**config.mk**
```make
export PLATFORM = sky130hd
export DESIGN_NAME = r_fifo_word_packer
export DESIGN_NICKNAME = d
export VERILOG_FILES = /design/src/rtl/r_fifo_word_packer.sv
export SDC_FILE = /design/constraint.sdc
export NUM_CORES = 1
export LEC_CHECK = 0
export ABC_AREA = 0
export CORE_MARGIN = 1
export CORE_UTILIZATION = 54
export DETAILED_ROUTE_END_ITERATION = 6
export PLACE_DENSITY_LB_ADDON = 0.05
export SYNTH_ARGS = -nofsm -noshare
export SYNTH_HDL_FRONTEND = slang
export SYNTH_SLANG_ARGS = --single-unit
```
**constraint.sdc**
```tcl
create_clock -name CLOCK -period 3.1 [get_ports CLOCK]
set_input_delay 0.62 -clock CLOCK [delete_from_list [all_inputs] [get_ports CLOCK]]
set_output_delay 0.62 -clock CLOCK [all_outputs]
set_load 0.03 [all_outputs]
```
**src/rtl/r_fifo_word_packer.sv**
```systemverilog
// r_fifo_word_packer: drains bytes from the r_fifo read port and packs
// them little-endian into words; FLUSH emits a zero-padded partial word.
module r_fifo_word_packer #(
  parameter int BYTES_PER_WORD = 4,
  parameter int NB_W           = 3
) (
  input  logic                        CLOCK,
  input  logic                        RESET,
  input  logic [7:0]                  FIFO_Q,
  input  logic                        FIFO_EMPTY,
  output logic                        FIFO_RE,
  output logic [8*BYTES_PER_WORD-1:0] OUT_DATA,
  output logic [NB_W-1:0]             OUT_NBYTES,
  output logic                        OUT_VALID,
  input  logic                        OUT_READY,
  input  logic                        FLUSH,
  output logic                        BUSY
);

  localparam int DW = 8 * BYTES_PER_WORD;
  localparam logic [NB_W-1:0] FULL = NB_W'(BYTES_PER_WORD);
  localparam logic [NB_W:0] FULL_X = (NB_W+1)'(BYTES_PER_WORD);

  typedef enum logic [1:0] {
    RUN,
    FLUSH_WAIT,
    FLUSH_EMIT
  } state_t;

  state_t          state_q;
  logic            busy_q;
  logic [DW-1:0]   acc_q;
  logic [DW-1:0]   acc_d;
  logic [NB_W-1:0] acc_cnt_q;
  logic            rd_pend_q;
  logic [DW-1:0]   out_data_q;
  logic [NB_W-1:0] out_nb_q;
  logic            out_valid_q;

  logic            out_free;
  logic [NB_W:0]   fill;
  logic            word_full;
  logic            load_full;
  logic            emit;
  logic            wait_done;
  logic            run_re;
  logic [DW-1:0]   part_word;

  assign out_free  = ~out_valid_q | OUT_READY;
  // Byte count the accumulator will hold once the in-flight byte lands.
  assign fill      = {1'b0, acc_cnt_q} + (NB_W+1)'(rd_pend_q);
  assign word_full = (fill == FULL_X);
  assign load_full = word_full & out_free;
  assign emit      = (state_q == FLUSH_EMIT) & out_free;
  assign wait_done = ~rd_pend_q & (acc_cnt_q != FULL);

  // The last lane may only be read ahead if its word can leave this edge.
  assign run_re = ~FIFO_EMPTY &
                  ((fill < FULL_X) |
                   (word_full & rd_pend_q & out_free));

  assign FIFO_RE = ~RESET & (state_q == RUN) & run_re;

  // Merge the arriving byte into its lane and build the padded partial word.
  always_comb begin
    acc_d     = acc_q;
    part_word = '0;
    for (int i = 0; i < BYTES_PER_WORD; i++) begin
      if (rd_pend_q && (acc_cnt_q == NB_W'(i))) begin
        acc_d[8*i +: 8] = FIFO_Q;
      end
      if (NB_W'(i) < acc_cnt_q) begin
        part_word[8*i +: 8] = acc_q[8*i +: 8];
      end
    end
  end

  // Accumulator, read tracking and output word register.
  always_ff @(posedge CLOCK or posedge RESET) begin
    if (RESET) begin
      acc_q       <= '0;
      acc_cnt_q   <= '0;
      rd_pend_q   <= 1'b0;
      out_data_q  <= '0;
      out_nb_q    <= '0;
      out_valid_q <= 1'b0;
    end else begin
      rd_pend_q <= FIFO_RE;
      acc_q     <= acc_d;
      if (load_full || emit) begin
        acc_cnt_q <= '0;
      end else begin
        acc_cnt_q <= fill[NB_W-1:0];
      end
      if (load_full) begin
        out_data_q  <= acc_d;
        out_nb_q    <= FULL;
        out_valid_q <= 1'b1;
      end else if (emit) begin
        out_data_q  <= part_word;
        out_nb_q    <= acc_cnt_q;
        out_valid_q <= 1'b1;
      end else if (OUT_READY) begin
        out_valid_q <= 1'b0;
      end
    end
  end

  // Flush sequencing with registered BUSY.
  always_ff @(posedge CLOCK or posedge RESET) begin
    if (RESET) begin
      state_q <= RUN;
      busy_q  <= 1'b0;
    end else begin
      unique case (state_q)
        RUN: begin
          if (FLUSH) begin
            state_q <= FLUSH_WAIT;
            busy_q  <= 1'b1;
          end
        end
        FLUSH_WAIT: begin
          if (wait_done) begin
            if (acc_cnt_q == '0) begin
              state_q <= RUN;
              busy_q  <= 1'b0;
            end else begin
              state_q <= FLUSH_EMIT;
            end
          end
        end
        FLUSH_EMIT: begin
          if (out_free) begin
            state_q <= RUN;
            busy_q  <= 1'b0;
          end
        end
        default: begin
          state_q <= RUN;
          busy_q  <= 1'b0;
        end
      endcase
    end
  end

  assign OUT_DATA   = out_data_q;
  assign OUT_NBYTES = out_nb_q;
  assign OUT_VALID  = out_valid_q;
  assign BUSY       = busy_q;

endmodule
```
==> results by group, run 1 <==
Worst setup path
  • WS Path Type: reg -> out
  • WP data arrival: between 2 and 2.5 ns
  • R2R Setup Slk: between 0.9 and 1 ns
  • Critical Path End: FIFO_RE
  • Setup crit end kind: output port
  • RR Endpoint: OUT_DATA[5]
  • Crit path from: rd_pend_q
  • Reg2reg path depth: 4
  • Worst r2r src: acc_cnt_q[2]
  • Crit Path Max Fanout: 3
  • Worst setup SP type: register
  • CP Data Required Time: 2.48 ns

Clocking
  • Hold_buf cts: 0
  • CTS buffer count: 9
  • TritonCTS Sinks: between 70 and 80
  • Root buffer cell: clkbuf_8
  • CTS HTree Levels: 3
  • Clock transition at path regs: 0.08 ns
  • Maximum root-to-sink buffer count: 2
  • Clk Latency, worst-skew pair: 0.34 ns
  • CTS tree: done

Pwr
  • Static Leak: about 1.8 nW
  • Cell Int Power: 0.003026 W
  • Comb power frac: 0.458
  • Reg power frac: 0.352
  • Power Density: 1121 nW/µm²
  • Switching power: roughly 0.0018 W
  • Clock network fraction of design power: 0.190
  • Maximum VDD drop: 0.6810 mV
  • Sw Share: 0.3686

Floorplanning
  • Initial Util: 0.5708
  • FP Rows: 28
  • Core box area: roughly 6000 µm²
  • DIE AREA: 6731 µm²
  • Die height: slightly above 80 µm
  • DIE WIDTH: 82.04 µm
  • I/O pin total: approximately 50

STA
  • Setup_tns: 0 ns
  • Fin. max-slew vios: 0
  • Final hold vios: 0
  • Post-route setup slack: 0.1788 ns
  • Worst slew pin tran: 0.6587 ns
  • Max frequency: 342.3 MHz
  • Clock skew: about 0.0097 ns
  • # setup viols final: 0
  • Relative slew slack: 0.5590
  • RSZ-0062 raised after global routing: no
  • Tmin final: 2.921 ns
  • Hold Slack: just over 0.5 ns
  • Period utilization: 0.9423

Synthesis
  • Synth unique cells: 36
  • Post-synth EDFFs: 0
  • Count leader, synth: dfrtp_1
  • Mapped Cells: 274
  • Post-Syn Area: around 3500 µm²
  • Yosys warning count: 0
  • Synth Flop Type: dfrtp_1
  • Synthesized net count: just under 300
  • Cell taking the most area after synthesis: dfrtp_1
  • Mean Syn Cell Area: approximately 13 µm²
  • FFs w/ async S/R, synth: 1.000
  • Seq/Total Area, Yosys: 0.5425
  • Top post-synthesis cells by area: dfrtp_1 (54%), mux2_2 (20%), o21ai_0 (5.8%)
  • Number of synthesized register bits: 75
  • Top cells by count, synth: dfrtp_1 (75), mux2_2 (61), o21ai_0 (40)
  • Synth top area share: 0.5425

Final layout
  • NumNets Final: 342
  • Area added between synthesis and finish: 23.54%
  • Number of non-filler instances in the completed layout: 407
  • Fillers: 466
  • Diodes inserted: 0
  • Finished Cell Area: 4274 µm²
  • Share of cells above drive strength 1: 0.2892

Global route
  • First-pass GRT wire length: 12070 µm
  • Largest net degree at the start of global routing: 76
  • Vias in the first global route: around 2400
  • GRT Overall Usage: 0.2486
  • Grt ovf: 0
  • Antenna violations before repair: 0

Detailed routing
  • Vias: 2391
  • Routed WL: 7592 µm
  • DRC viols: 0
  • Wire per inst: 18.65 µm
  • Antenna-violating nets left: 0
  • Vias per cell: 5.875
  • Initial DRC count: 155
  • 1st-pass router iterations: 4

Placement
  • Final HPWL DP: 4503 µm
  • Port bufs: 50
  • RePlAce Congestion: 0.7432
  • DP Cell Count: 391
  • Placed cell areas: 4034 µm²
  • Worst slack at placement: 0.04401 ns

Status
  • Status: completed

Job
  • Max-Cap Viols: 0

Hold path
  • Worst hold-check path type: reg -> reg
## power groups by stage
stage	Combinational [W]	Sequential, W	Clock [W]
floorplan	0.00111	0.00207	0
global placement	0.00216	0.00168	0
detailed placement	0.00219	0.00170	0
CTS	0.00221	0.00168	0.000917
global route	0.00237	0.00173	0.000958
finish	0.00219	0.00169	0.000912
## flip-flops by register name (all words and copies together), names as in the netlist
| name | cells |
|---|---|
| OUT_DATA | 32 |
| acc_q | 32 |
| OUT_NBYTES | 3 |
| acc_cnt_q | 3 |
| state_q | 2 |
| BUSY | 1 |
| OUT_VALID | 1 |
| rd_pend_q | 1 |
## what timing repair did
action                                  in CTS  in global routing
setup buffers                                0                  0
cloned                                       0                  0
endpoints found under the hold margin        0                  0
resized for setup                            1                  1
endpoints found under the setup margin       1                  1
## through the flow
stage	power (W)	utilization
after floorplan	0.003180	-
after global placement	0.003846	0.6656
after detailed placement	0.003882	0.6656
after CTS	0.004808	0.7050
after global routing	0.005060	0.7052
final	0.004792	0.7052
## how the worst min path moves through the flow
stage	from	endpoint	depth (start not counted)
after CTS	state_q[1]	BUSY	1
after detailed placement	OUT_NBYTES[2]	OUT_NBYTES[2]	2
after global routing	state_q[1]	BUSY	1
final	OUT_NBYTES[2]	OUT_NBYTES[2]	2
after floorplan	state_q[1]	BUSY	1
after global placement	OUT_NBYTES[2]	OUT_NBYTES[2]	2
## layer usage
| layer | up-vias | track usage | routed length, µm |
|---|---|---|---|
| met5 | - | 0 | 0 |
| met3 | 12 | 0.04000 | 229 |
| met1 | 1226 | 0.3513 | 3640 |
| li1 | 1100 | - | - |
| met4 | 0 | 0.08596 | 129 |
| met2 | 53 | 0.3884 | 3591 |
## logic make-up after synthesis
logic type	synth area share
flops	0.5425
compound gates	0.1197
mux	0.2083
simple gates	0.08355
buf+inv	0.03869
fa+ha+maj	0.007232
## layout make-up
cell class | instances | area, µm² | share of cell area
clock inverter | 6 | 112.6 | 0.02635
timing repair buffer | 61 | 608.1 | 0.1423
multi-input combinational | 179 | 1451 | 0.3396
tap | 75 | 93.84 | 0.02196
sequential | 75 | 1877 | 0.4391
inverter | 1 | 3.754 | 0.0008782
clock buffer | 10 | 127.6 | 0.02986
## critical path: stages, from the launching register on
cell and delay, ns:
dfrtp_1 0.40, ha_1 0.22, ha_1 0.31, nor3_1 0.25
a21oi_1 0.11, a311oi_1 0.27, clkdlybuf4s15_1 0.42
## placed cells by master (no fill, tap or decap), drive strengths merged, types with 2 or more instances in the layout
| master | count |
|---|---|
| a21oi | 6 |
| a22o | 16 |
| and2 | 2 |
| buf | 11 |
| bufinv | 3 |
| clkbuf | 10 |
| clkdlybuf4s50 | 49 |
| clkinv | 2 |
| dfrtp | 75 |
| ha | 2 |
| inv | 2 |
| mux2 | 64 |
| nand2 | 17 |
| nor2 | 6 |
| nor2b | 5 |
| nor3 | 4 |
| nor3b | 3 |
| o21ai | 41 |
| or3 | 2 |
No activity file was read; power rests on OpenSTA's default activity.
==> run 2, diff against run 1 <==
--- a/config.mk
+++ b/config.mk
@@ -9,6 +9,7 @@
 export CORE_MARGIN = 1
 export CORE_UTILIZATION = 54
 export DETAILED_ROUTE_END_ITERATION = 6
+export MAX_ROUTING_LAYER = met4
 export PLACE_DENSITY_LB_ADDON = 0.05
 export SYNTH_ARGS = -nofsm -noshare
 export SYNTH_HDL_FRONTEND = slang
==> results by group, run 2 (same netlist as run 1, synthesis figures left out) <==
Hold path
  • Worst hold-check path type: reg -> reg

Final layout
  • Multi-input gate area: 1451 µm² (unchanged)
  • Commonest cells after routing, fill and taps aside: dfrtp_1 (75), mux2_2 (61), clkdlybuf4s50_1 (49), o21ai_0 (40), nand2_1 (17)
  • Diodes inserted: 0 (unchanged)
  • Storage cell area: 1877 µm² (unchanged)
  • Most common cell after layout, fill and taps aside: dfrtp_1
  • Fillers: 466 (unchanged)
  • Area added between synthesis and finish: 23.54% (unchanged)
  • Finished Cell Area: 4274 µm² (unchanged)
  • Share of cells above drive strength 1: 0.2892 (unchanged)
  • NumNets Final: 342 (unchanged)
  • Number of non-filler instances in the completed layout: 407 (unchanged)

STA
  • Relative slew slack: 0.5614 (+0.002387)
  • Clock skew: 0.01041 ns (+0.0007414 ns)
  • Post-route setup slack: 0.1789 ns (+0.00007600 ns)
  • RSZ-0062 raised after global routing: no
  • Period utilization: 0.9423 (about the same)
  • Setup_tns: 0 ns (unchanged)
  • Worst slew pin tran: 0.6552 ns (-0.003566 ns)
  • Final hold vios: 0 (unchanged)
  • # setup viols final: 0 (unchanged)
  • Max frequency: 342.3 MHz (about the same)
  • Fin. max-slew vios: 0 (unchanged)
  • Tmin final: 2.921 ns (-0.00007600 ns)

Placement
  • Placed cell areas: 4034 µm² (unchanged)
  • DP Cell Count: 391 (unchanged)
  • RePlAce Congestion: 0.7524 (+1.2%)
  • Final HPWL DP: 4503 µm (unchanged)
  • Port bufs: 50 (unchanged)
  • Worst slack at placement: 0.04401 ns (unchanged)

Clocking
  • Clk Latency, worst-skew pair: 0.34 ns (about the same)
  • Root buffer cell: clkbuf_8
  • CTS tree: done
  • CTS buffer count: 9 (unchanged)
  • CTS HTree Levels: 3 (unchanged)
  • Hold_buf cts: 0 (unchanged)
  • Clock transition at path regs: 0.08 ns (about the same)
  • Maximum root-to-sink buffer count: 2 (unchanged)
  • TritonCTS Sinks: 75 (unchanged)
  • Post-CTS Setup Bufs: 0 (unchanged)

Worst setup path
  • Setup crit end kind: output port
  • Worst Path Buf+Inv: 1 (unchanged)
  • WP data arrival: 2.30 ns (about the same)
  • Most used cell, CP: ha_1
  • WS Path Type: reg -> out
  • Crit Path Max Fanout: 3 (unchanged)
  • Worst setup SP type: register
  • CP peak stage delay: 0.42 ns (about the same)
  • Slowest CP cell: clkdlybuf4s15_1
  • CP Cell Sequence: ha_1 > ha_1 > nor3_1 > a21oi_1 > a311oi_1 > clkdlybuf4s15_1
  • CP Data Required Time: 2.48 ns (about the same)
  • Delay-heaviest family, CP: adder cells

Global route
  • Antenna violations before repair: 0 (unchanged)
  • M3 GR Usage: 0.04000 (unchanged)
  • GRT busiest layer: met2
  • GRT Overall Usage: 0.2552 (+0.006621)
  • GR Util met2: 0.3901 (+0.001653)
  • Vias in the first global route: 2413 (+0.25%)
  • Met1 usage: 0.3477 (-0.003644)
  • First-pass GRT wire length: 12040 µm (-0.23%)
  • Largest net degree at the start of global routing: 76 (unchanged)
  • Grt ovf: 0 (unchanged)

Pwr
  • Power Density: 1121 nW/µm² (about the same)
  • Static Leak: 1.846 nW (unchanged)
  • Maximum VDD drop: 0.6793 mV (-0.26%)

Floorplanning
  • Die height: 82.04 µm (unchanged)
  • I/O pin total: 51 (unchanged)
  • DIE WIDTH: 82.04 µm (unchanged)
  • Initial Util: 0.5708 (unchanged)
  • DIE AREA: 6731 µm² (unchanged)
  • Core box area: 6061 µm² (unchanged)
  • FP Rows: 28 (unchanged)

Detailed routing
  • 1st-pass router iterations: 4 (unchanged)
  • Wire per inst: 18.58 µm (-0.37%)
  • Routed WL: 7564 µm (-0.37%)
  • Antenna-violating nets left: 0 (unchanged)
  • Vias: 2390 (-0.042%)
  • DRC viols: 0 (unchanged)
  • Vias per cell: 5.872 (about the same)
  • Initial DRC count: 140 (-9.7%)

Job
  • Max-Cap Viols: 0 (unchanged)

Status
  • Status: completed
-- run 2: cell counts in the layout (fill, tap and decap cells not counted) --
Identical to the previous run, type by type.
-- run 2: routing by layer --
layer / vias to the layer above / wire [µm]
met5: - / 0
met4: 0 / 125
met3: 11 / 228
met2: 47 / 3605
met1: 1232 / 3604
li1: 1100 / -
-- run 2: stage by stage --
stage	hold slack, ns	total power (W)	util
floorplan	0.4761	0.003180	-
global route	0.5289	0.005059	0.7052
global placement	0.4786	0.003846	0.6656
finish	0.5066	0.004790	0.7052
detailed placement	0.4921	0.003882	0.6656
CTS	0.5079	0.004808	0.7050
-- run 2: worst register-to-register path, cell delays in order (launching register included) --
cell	delay, ns
dfrtp_1	0.48
buf_4	0.26
nor4b_4	0.65
mux2_2	0.42
mux2_2	0.27
-- run 2: final timing paths --
path / from / endpoint / slack (ns) / cells past startpoint
setup / recovery: rd_pend_q / FIFO_RE / 0.18 / 6
hold / removal: OUT_NBYTES[2] / OUT_NBYTES[2] / 0.51 / 2
setup reg to reg: acc_cnt_q[2] / OUT_DATA[5] / 0.91 / 4
hold reg to reg: OUT_NBYTES[2] / OUT_NBYTES[2] / 0.51 / 2
max in group asynchronous: RESET / acc_q[24] / 2.07 / 3
min in group asynchronous: RESET / rd_pend_q / 0.71 / 3
-- run 2: final cells by class --
cell class              instances  area share
well taps                      75     0.02196
multi-input cells             179      0.3396
clock inverters                 6     0.02635
inverters                       1   0.0008782
flip-flops and latches         75      0.4391
repair buffers                 61      0.1423
clock buffers                  10     0.02986
-- run 2: timing repair --
action                     4_1_cts  5_1_grt
gates resized for setup          1        1
pin swaps                        0        0
setup endpoints to repair        1        1
-- run 2: where the power goes --
group	total (W)	internal (W)	switching [W]
registers	0.00168	0.00143	0.000249
logic	0.00219	0.00105	0.00114
clock network	0.000911	0.000538	0.000373
==> run 3, diff against run 2 <==
--- a/config.mk
+++ b/config.mk
@@ -6,6 +6,7 @@
 export NUM_CORES = 1
 export LEC_CHECK = 0
 export ABC_AREA = 0
+export CORE_ASPECT_RATIO = 1.1
 export CORE_MARGIN = 1
 export CORE_UTILIZATION = 54
 export DETAILED_ROUTE_END_ITERATION = 6
==> results by group, run 3 (same netlist as run 1, synthesis figures left out) <==
Status
  • Status: completed

Detailed routing
  • Initial DRC count: 228 (+63%)
  • Met2 WL: 3608 µm (about the same)
  • Max layer used: met4
  • Routed WL: 7528 µm (-0.48%)
  • 1st-pass router iterations: 4 (unchanged)
  • Antenna-violating nets left: 0 (unchanged)
  • Vias per cell: 5.706 (-2.8%)
  • Met3 wire length: 300 µm (+32%)
  • Wire per inst: 18.27 µm (-1.7%)
  • Vias: 2351 (-1.6%)
  • M1 wire length: 3444 µm (-4.4%)
  • DRC viols: 0 (unchanged)

Global route
  • Grt ovf: 0 (unchanged)
  • First-pass GRT wire length: 12010 µm (-0.23%)
  • Antenna violations before repair: 0 (unchanged)
  • Largest net degree at the start of global routing: 76 (unchanged)
  • Vias in the first global route: 2414 (+0.041%)
  • GRT Overall Usage: 0.2493 (-0.005896)

Clocking
  • Post-CTS Setup Bufs: 0 (unchanged)
  • CTS resizes: 1 (unchanged)
  • Root buffer cell: clkbuf_8
  • Hold_buf cts: 0 (unchanged)
  • CTS tree: done
  • Clk Latency, worst-skew pair: 0.35 ns (about the same)
  • Clock transition at path regs: 0.08 ns (about the same)
  • CTS HTree Levels: 3 (unchanged)
  • CTS buffer count: 9 (unchanged)
  • TritonCTS Sinks: 75 (unchanged)
  • Maximum root-to-sink buffer count: 2 (unchanged)

Placement
  • RePlAce Congestion: 0.7526 (about the same)
  • Placed cell areas: 4040 µm² (+0.15%)
  • Port bufs: 50 (unchanged)
  • Final HPWL DP: 4588 µm (+1.9%)

STA
  • Fin. max-slew vios: 0 (unchanged)
  • # setup viols final: 0 (unchanged)
  • Tmin final: 2.912 ns (-0.008990 ns)
  • Relative slew slack: 0.6078 (+0.04643)
  • RSZ-0062 raised after global routing: no
  • Clock skew: 0.01378 ns (+0.003370 ns)
  • Max frequency: 343.4 MHz (+0.31%)
  • Period utilization: 0.9394 (-0.002900)
  • Worst slew pin tran: 0.5858 ns (-0.06935 ns)
  • Final hold vios: 0 (unchanged)

Worst setup path
  • CP Data Required Time: 2.48 ns (about the same)
  • WP data arrival: 2.29 ns (about the same)
  • Setup crit end kind: output port
  • Worst setup SP type: register
  • Reg2reg path depth: 4 (unchanged)
  • Crit Path Max Fanout: 3 (unchanged)
  • WS Path Type: reg -> out

Final layout
  • Area added between synthesis and finish: 23.04%
  • Most common cell after layout, fill and taps aside: dfrtp_1
  • Share of cells above drive strength 1: 0.2892 (unchanged)
  • Commonest cells after routing, fill and taps aside: dfrtp_1 (75), mux2_2 (61), clkdlybuf4s50_1 (49), o21ai_0 (40), nand2_1 (17)
  • Diodes inserted: 0 (unchanged)
  • Finished Cell Area: 4257 µm² (-0.41%)
  • Final core utilization: 0.6873 (-0.01793)
  • NumNets Final: 342 (unchanged)

Pwr
  • Maximum VDD drop: 0.7000 mV (+3.0%)
  • Power Density: 1103 nW/µm² (-1.6%)
  • Static Leak: 1.835 nW (-0.59%)

Hold path
  • Worst hold-check path type: reg -> reg
  • Hold Crit Depth: 2 (unchanged)

Floorplanning
  • Initial Util: 0.5586 (-0.01222)
  • I/O pin total: 51 (unchanged)
  • Die height: 85.95 µm (+4.8%)
  • FP Rows: 30 (+7.1%)
  • DIE AREA: 6731 µm² (about the same)
  • DIE WIDTH: 78.32 µm (-4.5%)
  • Core box area: 6193 µm² (+2.2%)

Job
  • Max-Cap Viols: 0 (unchanged)
==> run 3: power breakdown <==
group / total (W) / switching (W) / internal [W]
clock: 0.000831 / 0.000376 / 0.000455
sequential: 0.00168 / 0.000246 / 0.00143
combinational: 0.00218 / 0.00113 / 0.00105
total: 0.00470 / 0.00175 / 0.00294
==> run 3: area by class of cell <==
| class | count | area (µm²) |
|---|---|---|
| Clock buffer | 10 | 127.6 |
| Clock inverter | 6 | 90.09 |
| Fill cell | 480 | 1937 |
| Inverter | 1 | 3.754 |
| Multi-Input combinational cell | 179 | 1451 |
| Sequential cell | 75 | 1877 |
| Tap cell | 80 | 100.1 |
| Timing Repair Buffer | 61 | 606.8 |
==> run 3: stage by stage <==
step	hold slack (ns)	std cells	worst slack, ns	total power, W	TNS (ns)
2_1_floorplan	0.4761	274	0.4398	0.003180	0
3_3_place_gp	0.4796	396	0.06655	0.003852	0
3_5_place_dp	0.4905	396	-0.002030	0.003889	-0.002030
4_1_cts	0.5083	412	0.1389	0.004726	0
5_1_grt	0.5333	412	0.009426	0.004963	0
6_report	0.5091	412	0.1879	0.004696	0
==> run 3: worst paths after layout <==
kind	end	from	slack [ns]
setup / recovery	FIFO_RE	rd_pend_q	0.19
hold / removal	OUT_NBYTES[2]	OUT_NBYTES[2]	0.51
setup reg to reg	OUT_DATA[7]	acc_cnt_q[2]	0.90
hold reg to reg	OUT_NBYTES[2]	OUT_NBYTES[2]	0.51
max in group asynchronous	acc_q[19]	RESET	2.08
min in group asynchronous	OUT_NBYTES[2]	RESET	0.71
==> run 3: layer usage <==
metal	vias to the layer above	global-route usage
met4	0	0.1044
met5	-	-
li1	1096	-
met3	15	0.03404
met2	58	0.4027
met1	1182	0.3169
==> run 3: critical path, cell delays in order (launching register included) <==
cell,delay [ns]
dfrtp_1,0.40
ha_1,0.22
ha_1,0.30
nor3_1,0.24
a21oi_1,0.11
a311oi_1,0.26
dlygate4sd1_1,0.42
